$ cat config.mk
export PLATFORM = sky130hd
export DESIGN_NAME = bitty_driver
export DESIGN_NICKNAME = d
export VERILOG_FILES = /design/src/rtl/bitty_pkg.sv /design/src/rtl/bitty_driver.sv
export SDC_FILE = /design/constraint.sdc
export NUM_CORES = 1
export LEC_CHECK = 0
export ABC_AREA = 1
export BUFFER_PORTS_ARGS = -buffer_cell sky130_fd_sc_hd__buf_2
export CORE_MARGIN = 2
export CORE_UTILIZATION = 55
export CTS_CLUSTER_SIZE = 14
export DETAILED_ROUTE_END_ITERATION = 16
export PLACE_DENSITY = 0.82
export SLEW_MARGIN = 20
export SYNTH_ARGS = -nofsm -noshare
export SYNTH_HDL_FRONTEND = slang
export SYNTH_SLANG_ARGS = --single-unit
$ cat constraint.sdc
create_clock -name clk -period 4.2 [get_ports clk]
set_clock_uncertainty 0.15 [all_clocks]
set_input_delay 0.63 -clock clk [delete_from_list [all_inputs] [get_ports clk]]
set_output_delay 0.63 -clock clk [all_outputs]
set_load 0.01 [all_outputs]
$ cat src/rtl/bitty_pkg.sv
// Shared definitions for the bitty program driver: state encoding and instruction width.
package bitty_pkg;

  localparam int INSTR_W = 16;

  typedef enum logic [2:0] {
    IDLE,
    FETCH,
    WAIT_MEM,
    ISSUE,
    LOAD,
    CALC,
    WAIT_DONE,
    NEXT
  } drv_state_e;

endpackage

$ cat src/rtl/bitty_driver.sv
// Program driver: fetches instructions from a synchronous program memory and walks
// the control unit through issue/load/calc, accumulating results and a checksum.
module bitty_driver
  import bitty_pkg::*;
#(
  parameter int ADDR_W  = 8,
  parameter int TIMEOUT = 4
) (
  input  logic               clk,
  input  logic               reset,
  input  logic               start,
  input  logic [ADDR_W-1:0]  run_len,
  input  logic               abort,
  output logic [ADDR_W-1:0]  instr_addr,
  input  logic [INSTR_W-1:0] instr_data,
  output logic [INSTR_W-1:0] instruction,
  output logic               en_i,
  output logic               en_s,
  output logic               en_c,
  input  logic               done,
  input  logic [INSTR_W-1:0] d_out,
  output logic [INSTR_W-1:0] result,
  output logic               result_valid,
  output logic [ADDR_W-1:0]  op_count,
  output logic [INSTR_W-1:0] checksum,
  output logic               busy,
  output logic               finished,
  output logic               error
);

  localparam int TW = (TIMEOUT < 2) ? 1 : $clog2(TIMEOUT);
  localparam logic [TW-1:0] TO_LAST = TW'(TIMEOUT - 1);

  drv_state_e         state_q;
  logic [ADDR_W-1:0]  pc_q, pc_d;
  logic [ADDR_W-1:0]  run_len_q;
  logic [ADDR_W-1:0]  instr_addr_q;
  logic [INSTR_W-1:0] instr_q;
  logic               en_i_q, en_s_q, en_c_q;
  logic [INSTR_W-1:0] result_q;
  logic               result_valid_q;
  logic [ADDR_W-1:0]  op_count_q, op_count_d;
  logic [INSTR_W-1:0] checksum_q, checksum_d;
  logic               busy_q, finished_q, error_q;
  logic               abort_pend_q;
  logic [TW-1:0]      wait_cnt_q;

  always_comb begin
    pc_d       = pc_q + ADDR_W'(1);
    op_count_d = op_count_q + ADDR_W'(1);
    checksum_d = checksum_q + d_out;
  end

  always_ff @(posedge clk or negedge reset) begin
    if (!reset) begin
      state_q        <= IDLE;
      pc_q           <= '0;
      run_len_q      <= '0;
      instr_addr_q   <= '0;
      instr_q        <= '0;
      en_i_q         <= 1'b0;
      en_s_q         <= 1'b0;
      en_c_q         <= 1'b0;
      result_q       <= '0;
      result_valid_q <= 1'b0;
      op_count_q     <= '0;
      checksum_q     <= '0;
      busy_q         <= 1'b0;
      finished_q     <= 1'b0;
      error_q        <= 1'b0;
      abort_pend_q   <= 1'b0;
      wait_cnt_q     <= '0;
    end else begin
      en_i_q         <= 1'b0;
      en_s_q         <= 1'b0;
      en_c_q         <= 1'b0;
      result_valid_q <= 1'b0;
      finished_q     <= 1'b0;

      // Abort is only remembered here; the in-flight op always runs to completion.
      if (state_q != IDLE && abort) begin
        abort_pend_q <= 1'b1;
      end

      unique case (state_q)
        IDLE: begin
          if (start) begin
            run_len_q    <= run_len;
            pc_q         <= '0;
            op_count_q   <= '0;
            checksum_q   <= '0;
            error_q      <= 1'b0;
            abort_pend_q <= 1'b0;
            if (run_len == '0) begin
              finished_q <= 1'b1;
            end else begin
              instr_addr_q <= '0;
              busy_q       <= 1'b1;
              state_q      <= FETCH;
            end
          end
        end

        FETCH: begin
          state_q <= WAIT_MEM;
        end

        WAIT_MEM: begin
          instr_q <= instr_data;
          en_i_q  <= 1'b1;
          state_q <= ISSUE;
        end

        ISSUE: begin
          en_s_q  <= 1'b1;
          state_q <= LOAD;
        end

        LOAD: begin
          en_c_q  <= 1'b1;
          state_q <= CALC;
        end

        CALC: begin
          wait_cnt_q <= '0;
          state_q    <= WAIT_DONE;
        end

        WAIT_DONE: begin
          if (done) begin
            result_q       <= d_out;
            result_valid_q <= 1'b1;
            op_count_q     <= op_count_d;
            checksum_q     <= checksum_d;
            state_q        <= NEXT;
          end else if (wait_cnt_q == TO_LAST) begin
            error_q      <= 1'b1;
            finished_q   <= 1'b1;
            busy_q       <= 1'b0;
            abort_pend_q <= 1'b0;
            state_q      <= IDLE;
          end else begin
            wait_cnt_q <= wait_cnt_q + TW'(1);
          end
        end

        NEXT: begin
          // An abort arriving in this very cycle still counts as pending.
          if (op_count_q == run_len_q || abort_pend_q || abort) begin
            finished_q   <= 1'b1;
            busy_q       <= 1'b0;
            abort_pend_q <= 1'b0;
            state_q      <= IDLE;
          end else begin
            pc_q         <= pc_d;
            instr_addr_q <= pc_d;
            state_q      <= FETCH;
          end
        end

        default: begin
          busy_q  <= 1'b0;
          state_q <= IDLE;
        end
      endcase
    end
  end

  assign instr_addr   = instr_addr_q;
  assign instruction  = instr_q;
  assign en_i         = en_i_q;
  assign en_s         = en_s_q;
  assign en_c         = en_c_q;
  assign result       = result_q;
  assign result_valid = result_valid_q;
  assign op_count     = op_count_q;
  assign checksum     = checksum_q;
  assign busy         = busy_q;
  assign finished     = finished_q;
  assign error        = error_q;

endmodule

==> out/metrics.csv <==
stage,metric,value,unit
drt,routed_wirelength,11.1,mm
timing,finalSetupViolCount,0,
min_path,hold_class,in2async,
logic_synthesis,ys_top_cells_by_area,"dfrtp_1, nand2_1, ha_1",
placement,dp_slack,1.79,ns
clocking,cts_max_path_buffers,2,
drt,dr.pass1.iters,4,
placement,dp_hpwl,8.28,mm
finish,layout-drive-gt1-share,0.229,
clocking,clk_latency,0.35,ns
drt,drcViolationCount,0,
drt,wl_per_cell,13.4,um
critical_path,worstPathRequired,4.29,ns
critical_path,path_class,reg2reg,
timing,post-route-min-period,2.17,ns
drt,drt_iter0_markers,193,
run,max_cap_violations,0,
clocking,clkSlewWorstSetupHoldPaths,0.09,ns
clocking,hold_buffers,0,
finish,area_delta_synth_final,17.2,%
timing,finalHoldViolations,0,
floorplanning,die_w,97.6,um
clocking,clock-sinks,93,
finish,multi_input_area,0.00219,mm2
power_and_ir_drop,p_per_area,628,mW/mm2
clocking,cts-root-buf,clkbuf_8,
critical_path,endpoint_kind,flip-flop,
logic_synthesis,netlist.top_cell.by_area,dfrtp_1,
timing,post-route-period-util,0.516,
floorplanning,rows,34,
global_routing,grt_max_degree,68,
logic_synthesis,syn_area_per_cell,8.02,um2
global_routing,grt_pass1_vias,4173,
finish,antenna_cells,0,
drt,ant_nets,0,
logic_synthesis,ys_ff_latch,93,
logic_synthesis,syn_nets,665,
timing,rsz0062_at_grt,no,
power_and_ir_drop,ir_drop,0.000298,V
clocking,tritoncts,done,
timing,fmax,462,MHz
drt,viasPerCell,5.17,
status,status,completed,
logic_synthesis,synth_cells,601,
timing,max_slew_margin,0.441,
clocking,cts_resized,0,
clocking,numCtsBuffers,9,
critical_path,cp_data_arrival_time,2.26,ns
finish,fin_nets,780,
drt,dr_total_vias,4277,
floorplanning,die_y,97.6,um
global_routing,grt_use_total,0.242,
timing,finalWorstSetupSlack,2.03,ns
critical_path,max_stage_delay,0.65,ns
critical_path,start_kind,flip-flop,
placement,numPortBuffers,115,
finish,seqCellArea,0.00233,mm2
global_routing,grt_pass1_wl,18.9,mm
placement,place_congestion,0.865,
logic_synthesis,syn-cell-area,0.00482,mm2
critical_path,crit_chain,inv_4 > nor2_4 > nand2_4 > nand2_4 > inv_2 > nor2_4 > nand2_1 > o21ai_1 > a21oi_1,
finish,fillCellCount,765,
power_and_ir_drop,p_leak,3.21,nW
timing,finalSetupTns,0,ns
clocking,postCtsSetupRepairBufs,0,
timing,tightest_slew,0.838,ns
global_routing,antenna_found_initial,0,
floorplanning,die-area,0.00953,mm2
floorplanning,pin_count,116,
logic_synthesis,synth_top_cell_area_share,0.483,
critical_path,slowest_stage,dfrtp_1,
clocking,htreeDepth,3,
floorplanning,core-area,0.00859,mm2
critical_path,path_max_fanout,25,
logic_synthesis,synth_warnings,0,
global_routing,grt_overflow_total,0,
floorplanning,start_util,0.561,
logic_synthesis,synth.distinct_cells,42,
logic_synthesis,ys_seq_area_frac,0.483,
timing,drv_slew,0,
==> cell usage after synthesis (all sizes together) <==
master and number:
a2111oi 1, a21o 1, a21oi 32, a22o 1, a32o 1, and2 1, and3 1, buf 10
clkbuf 2, clkinv 1, dfrtp 93, fa 1, ha 18, inv 58, nand2 247, nand3 22
nand3b 4, nand4 3, nor2 41, nor3 7, nor4 1, o21a 1, o21ai 39, o22ai 1
o31ai 2, o41ai 1, or2 2, xnor2 7, xor2 2
==> critical path: cells and delay by family, from the launching register on <==
| family | cells | cell delay (ns) |
|---|---|---|
| buf+inv | 2 | 0.27 |
| simple gates | 5 | 0.79 |
| compound gates | 2 | 0.18 |
| flops | 1 | 0.65 |
==> layer usage <==
layer	wire length, um	GRT usage	share of wire	vias to the layer above
met4	180	0.0812	0.016	0
met2	5070	0.387	0.46	141
met3	677	0.0482	0.061	18
li1	-	-	-	2138
met5	0	0	0	-
met1	5200	0.332	0.47	1980
==> layout make-up <==
type	instances	share of cell area
Inverter	59	0.0396
Clock buffer	12	0.0292
Multi-Input combinational cell	437	0.388
Timing Repair Buffer	116	0.104
Sequential cell	93	0.412
Tap cell	108	0.0239
Clock inverter	3	0.00354
==> path summary, 6_finish.rpt <==
check,startpoint,endpoint,slack (ns),depth (start not counted)
worst min register to register,instr_addr[7]$_DFFE_PN0P_,instr_addr[7]$_DFFE_PN0P_,0.32,2
worst max register to register,state_q[2]$_DFFE_PN0P_,op_count[5]$_DFFE_PN0P_,2.03,9
min in group clk,instr_addr[7]$_DFFE_PN0P_,instr_addr[7]$_DFFE_PN0P_,0.32,2
worst min-delay path,reset,instruction[5]$_DFFE_PN0P_,0.21,1
max in group asynchronous,reset,error$_DFFE_PN0P_,2.79,2
worst max-delay path,state_q[2]$_DFFE_PN0P_,op_count[5]$_DFFE_PN0P_,2.03,9
==> logic make-up after synthesis <==
kind of cell | Yosys count | synth area share
compound gates | 80 | 0.0924
xor+xnor | 9 | 0.0164
fa+ha+maj | 19 | 0.0509
buf+inv | 71 | 0.0621
flops | 93 | 0.483
simple gates | 329 | 0.295
==> cell usage in the layout, fill, tap and decap left out, drive strengths merged <==
master,netlist,final
clkinvlp,0,2
fa,1,1
buf,10,116
and3,1,1
clkinv,1,2
a21oi,32,32
a32o,1,1
ha,18,18
o41ai,1,1
nand3b,4,4
xnor2,7,7
o21a,1,1
nand2,247,247
nor4,1,1
a22o,1,1
o22ai,1,1
and2,1,1
a21o,1,1
nand4,3,3
or2,2,2
o31ai,2,2
inv,58,58
xor2,2,2
o21ai,39,39
nor3,7,7
dfrtp,93,93
nand3,22,22
nor2,41,41
clkbuf,2,12
a2111oi,1,1
==> state kept, by name, indices dropped and copies added (netlist names), 2 cells and up <==
signal and count:
checksum 16, instruction 16, result 16, instr_addr 8, op_count 8, pc_q 8, run_len_q 8, state_q 3
wait_cnt_q 2
==> where the power goes <==
part	switching, mW	total (mW)	internal [mW]
sequential	0.231	1.44	1.21
clock	0.302	0.562	0.260
combinational	0.971	1.54	0.574
total	1.50	3.55	2.04
==> stage by stage <==
stage | instance area (um2) | utilization | hold slack, ns | total power, mW | std cells
global placement | 5460 | 0.636 | 0.299 | 2.93 | 813
finish | 5650 | 0.657 | 0.212 | 3.55 | 828
global route | 5650 | 0.657 | 0.287 | 3.85 | 828
detailed placement | 5460 | 0.636 | 0.305 | 3.00 | 813
floorplan | 4820 | - | 0.184 | 2.50 | 601
CTS | 5650 | 0.657 | 0.248 | 3.57 | 828
Power figures use the tool's default switching activity.
